[src/rtl/open_drain_rx_if.sv]
// Bus bundle for open_drain_rx: raw open-drain line in, filtered level,
// edge pulses and low-pulse width measurement out.
// The receiver drives the slave side; the line/consumer side is the master.
interface open_drain_rx_if #(
    parameter int WIDTH_BITS = 8
);
    logic                  data;
    logic                  ready;
    logic                  level;
    logic                  fall;
    logic                  rise;
    logic [WIDTH_BITS-1:0] width;
    logic                  valid;
    logic                  overrun;
    logic                  stuck;

    modport master (
        output data, ready,
        input  level, fall, rise, width, valid, overrun, stuck
    );

    modport slave (
        input  data, ready,
        output level, fall, rise, width, valid, overrun, stuck
    );
endinterface

[src/rtl/open_drain_rx.sv]
// open_drain_rx: synchronizes and glitch-filters a raw open-drain line,
// flags filtered edges, and measures each low pulse in clock cycles with a
// valid/ready result register (one-deep, overrun flagged on drop).
// Optional macro OPEN_DRAIN_RX_STUCK_DETECT_EN: adds the stuck-low flag,
// set when the width counter saturates and cleared on the next filtered rise.
//
// Measurement FSM states:
//   state   | meaning
//   ST_IDLE | filtered line high, no pulse being timed
//   ST_LOW  | filtered line low, width counter running
module open_drain_rx #(
    parameter int FILTER_CYCLES = 3,
    parameter int WIDTH_BITS    = 8
) (
    input  logic           clk,
    input  logic           rst,
    open_drain_rx_if.slave bus
);

    if (FILTER_CYCLES < 1 || FILTER_CYCLES > 15) begin : g_bad_filter
        $error("open_drain_rx: FILTER_CYCLES must be in 1..15");
    end
    if (WIDTH_BITS < 4 || WIDTH_BITS > 16) begin : g_bad_width
        $error("open_drain_rx: WIDTH_BITS must be in 4..16");
    end

    // Toggle fires on the cycle the count would reach FILTER_CYCLES.
    localparam logic [3:0]            FILT_LAST = 4'(FILTER_CYCLES - 1);
    localparam logic [WIDTH_BITS-1:0] WIDTH_MAX = '1;
    localparam logic [WIDTH_BITS-1:0] WIDTH_ONE = WIDTH_BITS'(1);

    typedef enum logic {
        ST_IDLE = 1'b0,
        ST_LOW  = 1'b1
    } state_t;

    logic                  sync_meta;
    logic                  sync_q;
    logic [3:0]            flt_cnt;
    logic                  level_q;
    logic                  fall_q;
    logic                  rise_q;
    state_t                state_q;
    logic [WIDTH_BITS-1:0] wcnt_q;
    logic [WIDTH_BITS-1:0] width_q;
    logic                  valid_q;
    logic                  overrun_q;

    logic                  flt_diff;
    logic                  flt_hit;
    logic                  rise_evt;
    logic                  accept;

    assign flt_diff = sync_q ^ level_q;
    assign flt_hit  = flt_diff && (flt_cnt == FILT_LAST);
    assign rise_evt = flt_hit && sync_q;
    assign accept   = valid_q && bus.ready;

    // Two-flop synchronizer; idles at the released (pulled-up) level.
    always_ff @(posedge clk or posedge rst) begin
        if (rst) begin
            sync_meta <= 1'b1;
            sync_q    <= 1'b1;
        end else begin
            sync_meta <= bus.data;
            sync_q    <= sync_meta;
        end
    end

    // Persistence filter: a new level must hold FILTER_CYCLES cycles in a row.
    always_ff @(posedge clk or posedge rst) begin
        if (rst) begin
            flt_cnt <= 4'd0;
            level_q <= 1'b1;
            fall_q  <= 1'b0;
            rise_q  <= 1'b0;
        end else begin
            fall_q <= 1'b0;
            rise_q <= 1'b0;
            if (!flt_diff) begin
                flt_cnt <= 4'd0;
            end else if (flt_hit) begin
                flt_cnt <= 4'd0;
                level_q <= sync_q;
                fall_q  <= ~sync_q;
                rise_q  <= sync_q;
            end else begin
                flt_cnt <= flt_cnt + 4'd1;
            end
        end
    end

    // Low-pulse timer and one-deep result register with valid/ready.
    always_ff @(posedge clk or posedge rst) begin
        if (rst) begin
            state_q   <= ST_IDLE;
            wcnt_q    <= '0;
            width_q   <= '0;
            valid_q   <= 1'b0;
            overrun_q <= 1'b0;
        end else begin
            overrun_q <= 1'b0;
            if (accept) begin
                valid_q <= 1'b0;
            end
            case (state_q)
                ST_IDLE: begin
                    if (!level_q) begin
                        state_q <= ST_LOW;
                        wcnt_q  <= WIDTH_ONE;
                    end
                end
                ST_LOW: begin
                    if (!level_q) begin
                        if (wcnt_q != WIDTH_MAX) begin
                            wcnt_q <= wcnt_q + WIDTH_ONE;
                        end
                    end else begin
                        state_q <= ST_IDLE;
                        // A result accepted this cycle frees the register.
                        if (!valid_q || accept) begin
                            width_q <= wcnt_q;
                            valid_q <= 1'b1;
                        end else begin
                            overrun_q <= 1'b1;
                        end
                    end
                end
                default: state_q <= ST_IDLE;
            endcase
        end
    end

`ifdef OPEN_DRAIN_RX_STUCK_DETECT_EN
    localparam logic [WIDTH_BITS-1:0] WIDTH_PRE_SAT = WIDTH_MAX - WIDTH_ONE;

    logic stuck_q;
    logic stuck_set;

    assign stuck_set = (state_q == ST_LOW) && !level_q && (wcnt_q == WIDTH_PRE_SAT);

    // Stuck-low flag: raised with counter saturation, dropped with the rise pulse.
    always_ff @(posedge clk or posedge rst) begin
        if (rst) begin
            stuck_q <= 1'b0;
        end else if (rise_evt) begin
            stuck_q <= 1'b0;
        end else if (stuck_set) begin
            stuck_q <= 1'b1;
        end
    end

    assign bus.stuck = stuck_q;
`else
    assign bus.stuck = 1'b0;
`endif

    assign bus.level   = level_q;
    assign bus.fall    = fall_q;
    assign bus.rise    = rise_q;
    assign bus.width   = width_q;
    assign bus.valid   = valid_q;
    assign bus.overrun = overrun_q;

endmodule
[src/flat_wrapper.sv]
// flat-port wrapper written by rule: the top's interface ports become plain ports
module open_drain_rx_flat 
#(
    parameter int FILTER_CYCLES = 3,
    parameter int WIDTH_BITS    = 8
)
  (clk, rst, bus_data, bus_ready, bus_level, bus_fall, bus_rise, bus_width, bus_valid, bus_overrun, bus_stuck);
  open_drain_rx_if #(.WIDTH_BITS(WIDTH_BITS)) bus_i ();
  input  logic clk;
  input  logic rst;
  input wire logic [$bits(bus_i.data)-1:0] bus_data;
  input wire logic [$bits(bus_i.ready)-1:0] bus_ready;
  output wire logic [$bits(bus_i.level)-1:0] bus_level;
  output wire logic [$bits(bus_i.fall)-1:0] bus_fall;
  output wire logic [$bits(bus_i.rise)-1:0] bus_rise;
  output wire logic [$bits(bus_i.width)-1:0] bus_width;
  output wire logic [$bits(bus_i.valid)-1:0] bus_valid;
  output wire logic [$bits(bus_i.overrun)-1:0] bus_overrun;
  output wire logic [$bits(bus_i.stuck)-1:0] bus_stuck;
  assign bus_i.data = bus_data;
  assign bus_i.ready = bus_ready;
  assign bus_level = bus_i.level;
  assign bus_fall = bus_i.fall;
  assign bus_rise = bus_i.rise;
  assign bus_width = bus_i.width;
  assign bus_valid = bus_i.valid;
  assign bus_overrun = bus_i.overrun;
  assign bus_stuck = bus_i.stuck;
  open_drain_rx #(.FILTER_CYCLES(FILTER_CYCLES), .WIDTH_BITS(WIDTH_BITS)) u_core (.clk(clk), .rst(rst), .bus(bus_i));
endmodule
[config.mk]
export PLATFORM = sky130hd
export DESIGN_NAME = open_drain_rx_flat
export DESIGN_NICKNAME = d
export VERILOG_FILES = /design/src/rtl/open_drain_rx_if.sv /design/src/rtl/open_drain_rx.sv /design/src/flat_wrapper.sv
export SDC_FILE = /design/constraint.sdc
export NUM_CORES = 1
export LEC_CHECK = 0
export ABC_CLOCK_PERIOD_IN_PS = 1400
export CAP_MARGIN = 5
export CORE_ASPECT_RATIO = 0.7
export CORE_MARGIN = 4
export CORE_UTILIZATION = 41
export CTS_CLUSTER_SIZE = 16
export DETAILED_ROUTE_END_ITERATION = 8
export MAX_ROUTING_LAYER = met4
export PLACE_DENSITY = 0.65
export SETUP_SLACK_MARGIN = 0.1
export SYNTH_ARGS = -nofsm -noshare
export SYNTH_HDL_FRONTEND = slang
export SYNTH_SLANG_ARGS = --single-unit
[constraint.sdc]
create_clock -name clk -period 1.4 [get_ports clk]
set_input_delay 0.21 -clock clk [delete_from_list [all_inputs] [get_ports clk]]
set_output_delay 0.21 -clock clk [all_outputs]
set_load 0.02 [all_outputs]
==> results of run 1 <==
[layout by cell type, fill, tap and decap left out, drive strengths merged, types with 3 or more instances in the layout]
| master | instances |
|---|---|
| nand3 | 3 |
| inv | 6 |
| buf | 17 |
| ha | 3 |
| a21oi | 3 |
| mux2 | 9 |
| dfrtp | 25 |
| nor2 | 7 |
| nor2b | 3 |
| dlygate4sd2 | 12 |
| dfstp | 3 |
| clkdlybuf4s50 | 3 |
| nand2 | 6 |
| clkbuf | 3 |
[worst max-delay path, delay by kind of cell, from the launching register on]
kind | cells | cell delay, ns
buffers and inverters | 1 | 0.06
adders and majority gates | 1 | 0.15
muxes | 1 | 0.31
and+or+nand+nor | 1 | 0.42
DFF | 1 | 0.38
[registers in the layout, summed over array words and instances (netlist names)]
signal              count
u_core.bus.rise         1
u_core.bus.level        1
u_core.state_q          1
u_core.bus.overrun      1
u_core.bus.fall         1
u_core.bus.valid        1
u_core.bus.width        8
u_core.sync_meta        1
u_core.flt_cnt          4
u_core.wcnt_q           8
u_core.sync_q           1
[path summary, 6_finish.rpt]
path	slack (ns)	startpoint	endpoint	cells after the start
setup / recovery	0.02	u_core.flt_cnt[0]$_DFF_PP0_	u_core.bus.level$_DFFE_PP1P_	4
hold / removal	0.26	rst	u_core.bus.width[3]$_DFFE_PP0P_	3
setup reg to reg	0.02	u_core.flt_cnt[0]$_DFF_PP0_	u_core.bus.level$_DFFE_PP1P_	4
hold reg to reg	0.36	u_core.sync_meta$_DFF_PP1_	u_core.sync_q$_DFF_PP1_	0
max in group asynchronous	0.91	rst	u_core.bus.level$_DFFE_PP1P_	3
min in group clk	0.33	bus_data	u_core.sync_meta$_DFF_PP1_	1
[final cells by class]
| type | count | area (um2) | area share [%] |
|---|---|---|---|
| Sequential cell | 28 | 708 | 39.9 |
| Tap cell | 36 | 45.0 | 2.54 |
| Inverter | 6 | 22.5 | 1.27 |
| Clock buffer | 3 | 41.3 | 2.33 |
| Clock inverter | 1 | 30.0 | 1.69 |
| Multi-Input combinational cell | 62 | 634 | 35.8 |
| Timing Repair Buffer | 32 | 292 | 16.4 |
[repair_timing]
action	in CTS	in global routing
pin swaps	0	5
setup endpoints to repair	31	21
resized for setup	34	20
setup buffers	1	4
endpoints found under the hold margin	0	0
[logic make-up after synthesis]
group / share of synthesized area [%]
compound gates: 11.8
xor+xnor: 2.12
buf+inv: 4.04
flops: 56.9
simple gates: 12.8
mux: 8.99
fa+ha+maj: 3.03
other cells: 0.303
[through the flow]
step / area, um2 / util (%) / hold slack, ns / worst slack, ns
detailed placement: 1520 / 53.6 / 0.348 / -0.173
floorplan: 1250 / - / 0.214 / 0.0138
global placement: 1520 / 53.6 / 0.348 / -0.153
global route: 1770 / 62.4 / 0.286 / -0.0339
finish: 1770 / 62.4 / 0.262 / 0.0159
CTS: 1670 / 58.6 / 0.269 / 0.0149
[metal layers]
metal	part of all wire [%]	global-route usage, %	vias up
met1	46	17.3	449
met5	0	-	-
li1	-	-	417
met2	48	21.8	20
met3	4.2	4.66	5
met4	1.4	5.72	0
[where the power goes]
part,switching (W),internal (W),total (W)
Clock,0.000245,0.000383,0.000628
Sequential,0.000161,0.00101,0.00118
Combinational,0.000738,0.000727,0.00147
Total,0.00114,0.00212,0.00327
==> impl_metrics.toml, run 1 <==
[flow_run]
drv_cap = 0

[yosys]
yosys_register_bits = 28
yosys.cell_count.top_type = "dfrtp_1"
synth_cell_types = 41
ys_seq_area_share_pct = 56.9
synth_area_leaders = "dfrtp_1 51%, mux2_1 8.2%, dfstp_2 6.4%, ha_1 3.0%, nor2_1 2.1%"
synth_nets = 107
synth_edf_count = 0
yosysTopAreaCell = "dfrtp_1"
async_reset_ff_share_pct = 100
syn_avg_cell_area_um2 = 12.4
synthFlopType = "dfrtp_1"
synth_top_area_share_pct = 50.5
synth_common_cells = "25 x dfrtp_1, 9 x mux2_1, 7 x nor2_1, 5 x inv_1, 5 x nand2_1"
yosys_warnings = 0
syn_area_um2 = 1240
syn-instance-count = 100

[floorplan]
core_area_um2 = 2840
start_util_pct = 43.6
io_pins = 18
placementRows = 16
dieArea_um2 = 3980
fp.dieW_um = 73.7
fp.dieH_um = 54.0

[timing]
setup_violations = 0
max_freq_mhz = 722
clock_skew_ns = 0.00283
hold_viol_final = 0
report.final.slew_viol_count = 0
period_share_pct = 98.9
tns_ns = 0
min_period_ns = 1.38
rsz0062_at_grt = "true"

[routing]
via_per_inst = 5.30
routed-via-count = 891
routed_wl_mm = 2.51
post-route-drc-count = 0
final_antenna_net_count = 0
drtIter0Drc = 38
drt_first_pass_iters = 4
wl_per_cell_um = 14.9

[place]
place_inst = 159
routabilityCongestion = 0.860
io_buffers = 16
dp_hpwl_mm = 1.61

[clocking]
numCtsBuffers = 3
cts_num_sinks = 28
cts-hold-fix-buffers = 0
htreeDepth = 1
clock_tree.buffer_depth = 2
clk-insertion-delay-late_ns = 0.28
path_clk_slew_ns = 0.09
cts_tree = "built"
root_buffer = "clkbuf_8"

[worst_setup_path]
path_cells = "inv_1, ha_2, or3b_4, mux2_4"
cp-end-kind = "flip-flop"
critPathSlowestCell = "or3b_4"
cp.required_ns = 1.61
path_class = "flip-flop to flip-flop"
worstSetupStartpointType = "flip-flop"
arrival_ns = 1.60
critPathMaxStageDelay_ns = 0.42
worstPathMaxFanout = 4

[global_route]
first_global_vias = 825
track_usage_pct = 14.1
grt_max_degree = 29
grt-ovfl-total = 0
grt_pass1_wl_mm = 3.95
grt_antenna_before_repair = 0

[power]
irDropWorstVdd_mv = 0.831
powerDensity_nw_per_um2 = 1840
p_leak_nw = 0.838
totalPowerFinal_w = 0.00327

[status]
run_status = "finished, final reports clean"

[final_layout]
nets = 140
syn_to_final_growth_pct = 43.1
final_layout_size_suffix_gt1_share_pct = 47.0
stdcell_count = 168
n_antenna_cell = 0
nFillCells = 234

[hold_path]
hp-class = "input pin to async pin"
Note: power is estimated with default switching activity, not from simulation.
==> run 2: changes to the inputs <==
Settings changed: GPL_ROUTABILITY_DRIVEN from default to 0.
==> results of run 2 <==
The final DEF is identical to that of run 1; final timing and power are the same.
==> run 3: changes to the inputs <==
Settings changed: CTS_BUF_LIST from default to sky130_fd_sc_hd__clkbuf_4 sky130_fd_sc_hd__clkbuf_8.
==> results of run 3 <==
The final DEF is identical to that of run 1; final timing and power are the same.
